==> config.mk <==
export PLATFORM = sky130hd
export DESIGN_NAME = uart_tx
export DESIGN_NICKNAME = d
export VERILOG_FILES = /design/src/rtl/uart_tx.sv
export SDC_FILE = /design/constraint.sdc
export NUM_CORES = 1
export LEC_CHECK = 0
export BUFFER_PORTS_ARGS = -buffer_cell sky130_fd_sc_hd__buf_2
export CORE_ASPECT_RATIO = 1.1
export CORE_MARGIN = 2
export CORE_UTILIZATION = 45
export CTS_BUF_LIST = sky130_fd_sc_hd__clkbuf_8
export DETAILED_ROUTE_END_ITERATION = 12
export PLACE_DENSITY = 0.67
export SLEW_MARGIN = 15
export SYNTH_ARGS = -nofsm -noshare
export SYNTH_HDL_FRONTEND = slang
export SYNTH_SLANG_ARGS = --single-unit
==> constraint.sdc <==
create_clock -name clk -period 7.6 [get_ports clk]
set_input_delay 1.52 -clock clk [delete_from_list [all_inputs] [get_ports clk]]
set_output_delay 1.52 -clock clk [all_outputs]
set_load 0.02 [all_outputs]
==> src/rtl/uart_tx.sv <==
// Memory-mapped 8N1 UART transmitter for the openmips data bus.
// CPU writes fill a small FIFO; a frame FSM drains it onto txd and raises int_o when drained.
module uart_tx #(
    parameter int          FIFO_DEPTH = 8,
    parameter logic [15:0] DIV_RESET  = 16'd434
) (
    input  logic        clk,
    input  logic        rst,
    input  logic        ce_i,
    input  logic        we_i,
    input  logic [31:0] addr_i,
    input  logic [3:0]  sel_i,
    input  logic [31:0] data_i,
    output logic [31:0] data_o,
    output logic        txd,
    output logic        int_o
);
    localparam int PW = $clog2(FIFO_DEPTH);
    localparam int CW = PW + 1;

    typedef enum logic [1:0] {IDLE, START, DATA, STOP} state_t;

    state_t        state, state_next;
    logic [7:0]    mem [FIFO_DEPTH];
    logic [PW-1:0] wr_ptr, rd_ptr;
    logic [CW-1:0] count;
    logic          ovf, txen, inten;
    logic [15:0]   divisor;
    logic [7:0]    shift, shift_next;
    logic [2:0]    bit_idx, bit_idx_next;
    logic [15:0]   baud, baud_next;
    logic          full, empty, busy, wr, push, pop, accept;
    logic [1:0]    offset;
    logic          unused;

    assign unused = ^{addr_i[31:4], addr_i[1:0], sel_i[3:1], data_i[31:16]};

    assign offset = addr_i[3:2];
    assign wr     = ce_i & we_i;
    assign full   = (count == CW'(FIFO_DEPTH));
    assign empty  = (count == '0);
    assign busy   = (state != IDLE);
    assign push   = wr & (offset == 2'd0) & sel_i[0];
    // A push into a full FIFO still fits when the FSM pops in the same cycle.
    assign accept = push & (~full | pop);

    always_ff @(posedge clk) begin
        if (accept)
            mem[wr_ptr] <= data_i[7:0];
    end

    always_ff @(posedge clk or posedge rst) begin
        if (rst) begin
            wr_ptr  <= '0;
            rd_ptr  <= '0;
            count   <= '0;
            ovf     <= 1'b0;
            txen    <= 1'b0;
            inten   <= 1'b0;
            divisor <= DIV_RESET;
            int_o   <= 1'b0;
        end else begin
            if (accept)
                wr_ptr <= wr_ptr + PW'(1);
            if (pop)
                rd_ptr <= rd_ptr + PW'(1);
            case ({accept, pop})
                2'b10:   count <= count + CW'(1);
                2'b01:   count <= count - CW'(1);
                default: count <= count;
            endcase
            if (push && !accept)
                ovf <= 1'b1;
            else if (wr && offset == 2'd1 && data_i[3])
                ovf <= 1'b0;
            if (wr && offset == 2'd2)
                {inten, txen} <= data_i[1:0];
            if (wr && offset == 2'd3)
                divisor <= (data_i[15:0] == 16'd0) ? 16'd1 : data_i[15:0];
            int_o <= inten & empty & (state == IDLE);
        end
    end

    always_ff @(posedge clk or posedge rst) begin
        if (rst) begin
            state   <= IDLE;
            shift   <= 8'd0;
            bit_idx <= 3'd0;
            baud    <= 16'd0;
        end else begin
            state   <= state_next;
            shift   <= shift_next;
            bit_idx <= bit_idx_next;
            baud    <= baud_next;
        end
    end

    // txd is decoded straight from the state so an async reset forces it high at once.
    always_comb begin
        state_next   = state;
        shift_next   = shift;
        bit_idx_next = bit_idx;
        baud_next    = baud;
        pop          = 1'b0;
        txd          = 1'b1;
        case (state)
            IDLE: begin
                if (txen && !empty) begin
                    pop        = 1'b1;
                    shift_next = mem[rd_ptr];
                    baud_next  = divisor;
                    state_next = START;
                end
            end
            START: begin
                txd = 1'b0;
                if (baud == 16'd1) begin
                    baud_next    = divisor;
                    bit_idx_next = 3'd0;
                    state_next   = DATA;
                end else begin
                    baud_next = baud - 16'd1;
                end
            end
            DATA: begin
                txd = shift[0];
                if (baud == 16'd1) begin
                    baud_next  = divisor;
                    shift_next = shift >> 1;
                    if (bit_idx == 3'd7)
                        state_next = STOP;
                    else
                        bit_idx_next = bit_idx + 3'd1;
                end else begin
                    baud_next = baud - 16'd1;
                end
            end
            STOP: begin
                if (baud == 16'd1)
                    state_next = IDLE;
                else
                    baud_next = baud - 16'd1;
            end
            default: state_next = IDLE;
        endcase
    end

    always_comb begin
        data_o = 32'd0;
        if (ce_i && !we_i) begin
            case (offset)
                2'd1:    data_o = {23'd0, 5'(count), ovf, busy, empty, full};
                2'd2:    data_o = {30'd0, inten, txen};
                2'd3:    data_o = {16'd0, divisor};
                default: data_o = 32'd0;
            endcase
        end
    end
endmodule

==> impl_results.md <==
- Clk sinks: between 100 and 150
- Ranking of synthesized cells by area: edfxtp_1, dfrtp_1, mux4_2, mux2_2, ha_1
- Share of layout cells above drive strength 1: between 20% and 30%
- Relative slew slack: 40.2%
- Final setup viols: 0
- Routing usage on met1: about a quarter
- Met3 usage: 4.33%
- Post-route ant nets: 0
- Hold endpoint: shift[7]$_DFFE_PP0P_
- Port Buffers: 40
- Prevailing post-synth register cell: edfxtp_1
- Dpl ws: 3.45 ns
- Initial DRC Count: 170
- Critical path class: in2out
- Synth top cells by count: edfxtp_1, dfrtp_1, nor2_1, nand2_1, mux2_2
- Post-synth ARST share: 48.0%
- Hold buffers post-CTS: 0
- Yosys warning count: 0
- Root Driver: clkbuf_8
- RSZ-0062 raised after global routing: no
- Final worst slack: between 3 and 4 ns
- Setup bufs post-CTS: 0
- Status: finished, final reports clean
- Psw: roughly 870 uW
- Sw Share: between 30 and 40%
- Leading area contributor after synthesis: edfxtp_1
- Worst slew pin tran: approximately 0.9 ns
- Die X-Extent: 114 um
- Area share of the largest cell type after synthesis: ~32%
- Die height: approximately 120 um
- Distinct cell type count after synthesis: 63
- Post-synthesis register bit count: between 100 and 150
- First-pass GRT wire length: ~20000 um
- Reg power frac: between 40 and 50%
- Gp weighted congestion: 0.820
- Via count: roughly 3900
- Internal: around 1.5 mW
- Initial antenna violation count: 0
- Netlist Area Pre-Place: just under 6000 um2
- Layout Cells excl Fill: just under 700
- Crit path required time: 6.08 ns
- Final Routed Wirelength: around 12000 um
- Num CTS Buffers: 17
- Hold slack: around 0.50 ns
- Clock Tree Buf Depth: 2
- Wire length per cell: approximately 18 um
- IO Pins: roughly 110
- Starting Density: a little under half
- Fin crit period: 4.17 ns
- Worst r2r src: state[0]$_DFFE_PP0P_
- Remaining Overflow, GRT: 0
- Core area: 13000 um2
- Met2 global-route usage: just under 30%
- Max-cap violations: 0
- First-pass DRT Iterations: 4
- RR Endpoint: count[3]$_DFFE_PP0P_
- Number of synthesized flops with an enable pin: between 60 and 70
- Reg2Reg Setup Slack: approximately 4.8 ns
- Area Overhead vs Synth: 11.3%
- Avg Cell Area, Syn: 13.1 um2
- Grt peak-use layer: met2
- Fillers: 1103
- Gate Count Post-Synth: around 460
- Cells resized by post-CTS repair: 0
- Maximum vdd drop: ~0.00018 V
- Final Util: about half
- Placed Cells: 646
- Hold path cells: 1
- Clk_lat worst skew: 0.43 ns
- Nets@finish: just under 600
- GRT Util Overall: 18.8%
- Worst Hold Class: reg2reg
- Final setup TNS: 0 ns
- Max Clock Freq: around 240 MHz
- Clock Skew: ~0.0086 ns
- Antenna diode count: 0
- Hpwl dp: 8620 um
- Crit path DAT: between 2 and 3 ns
- Crit start category: input pin
- Endpoint type of the worst setup path: output pin
- Clock slew at reported path FFs: approximately 0.070 ns
- Final Hold Fails: 0
- Clk pwr share: about 23%
- Routed vias/inst: about 5.7
- Drt drc: 0
- Full die area: 14200 um2
- Largest net degree at the start of global routing: 60
- Vias in the first global route: 3875
- Slew Viols, Final: 0
- Leak: roughly 2.6 nW
- Cell count of the worst reg-to-reg path: 12
- Most frequent cell after synthesis: edfxtp_1
- Combinational Power Share: about a third
- CTS tree: done
- Htree depth: 4
- Hold_sp: shift[7]$_DFFE_PP0P_
- Seq/Total Area, Yosys: roughly 57%
- P per Cell Area: 352 nW/um2
- # rows: 44
- Worst Path Max Fanout: 8
- Tcrit/Tclk final: roughly 55%
-- through the flow --
step / cell area, um2 / power, mW
floorplan: 6010 / 1.64
global placement: 6270 / 1.79
detailed placement: 6270 / 1.82
CTS: 6630 / 2.35
global route: 6630 / 2.49
finish: 6630 / 2.33
-- registers in the layout, indices dropped and copies added (netlist names) --
signal   cells
mem         64
baud        16
divisor     16
shift        8
count        4
bit_idx      3
rd_ptr       3
wr_ptr       3
state        2
int_o        1
inten        1
ovf          1
txen         1
-- power by group through the flow --
stage	Sequential, mW	Clock, mW	Combinational, mW
after floorplan	0.901	0	0.739
after global placement	0.991	0	0.799
after detailed placement	0.998	0	0.824
after CTS	0.985	0.537	0.828
after global routing	1.01	0.562	0.918
final	0.986	0.525	0.823
-- area by class of cell --
type | instances | area (um2) | share of cell area, %
flip-flops and latches | 123 | 3410 | 51.4
multi-input cells | 299 | 2340 | 35.4
repair buffers | 48 | 260 | 3.93
clock buffers | 17 | 234 | 3.53
well taps | 161 | 201 | 3.04
clock inverters | 15 | 125 | 1.89
inverters | 15 | 56.3 | 0.850
-- worst max path at each step --
stage               startpoint          to  slack, ns  cells past startpoint
floorplan            addr_i[3]   data_o[0]       3.71                      5
global placement          we_i  data_o[11]       3.47                      5
detailed placement        we_i   data_o[8]       3.45                      5
CTS                       we_i   data_o[8]       3.44                      5
global route              we_i  data_o[13]       3.28                      5
finish                    we_i  data_o[12]       3.43                      5
-- logic make-up (layout without fill, tap and decap cells) --
| family | Yosys count | after routing | share of synthesized area [%] |
|---|---|---|---|
| flops | 123 | 123 | 57.2 |
| simple gates | 132 | 132 | 12.4 |
| fa+ha+maj | 14 | 14 | 3.07 |
| other cells | 1 | 16 | 0.0630 |
| compound gates | 81 | 81 | 9.75 |
| mux | 49 | 49 | 12.0 |
| buf+inv | 48 | 95 | 4.48 |
| xor+xnor | 7 | 7 | 1.03 |
-- cell usage in the layout, fill, tap and decap left out, types with 5 or more instances in the layout --
cell,n
a221o_1,10
mux4_2,16
a22o_1,9
conb_1,16
nor4_1,9
buf_4,8
nand2_1,26
nand3_1,12
mux2_2,18
buf_2,40
edfxtp_1,64
clkinvlp_4,6
and2_1,12
dfrtp_1,53
o21ai_0,15
inv_1,15
dfstp_2,5
nor2_1,28
mux2i_1,14
nor3_1,6
o21ai_1,8
a21oi_1,13
clkbuf_8,17
ha_1,13
-- layer usage --
layer	routed length [um]	vias to the layer above	part of all wire [%]
met5	0	-	0
met4	206	0	1.7
met3	565	15	4.6
met2	6150	103	50
met1	5410	1946	44
li1	-	1805	-
-- worst max-delay path, cell delays in order --
cell      delay, ns
buf_2          0.13
nand3b_1       0.27
nor2_1         0.38
and2_1         0.19
buf_2          0.16
No activity file was read; power rests on OpenSTA's default activity.
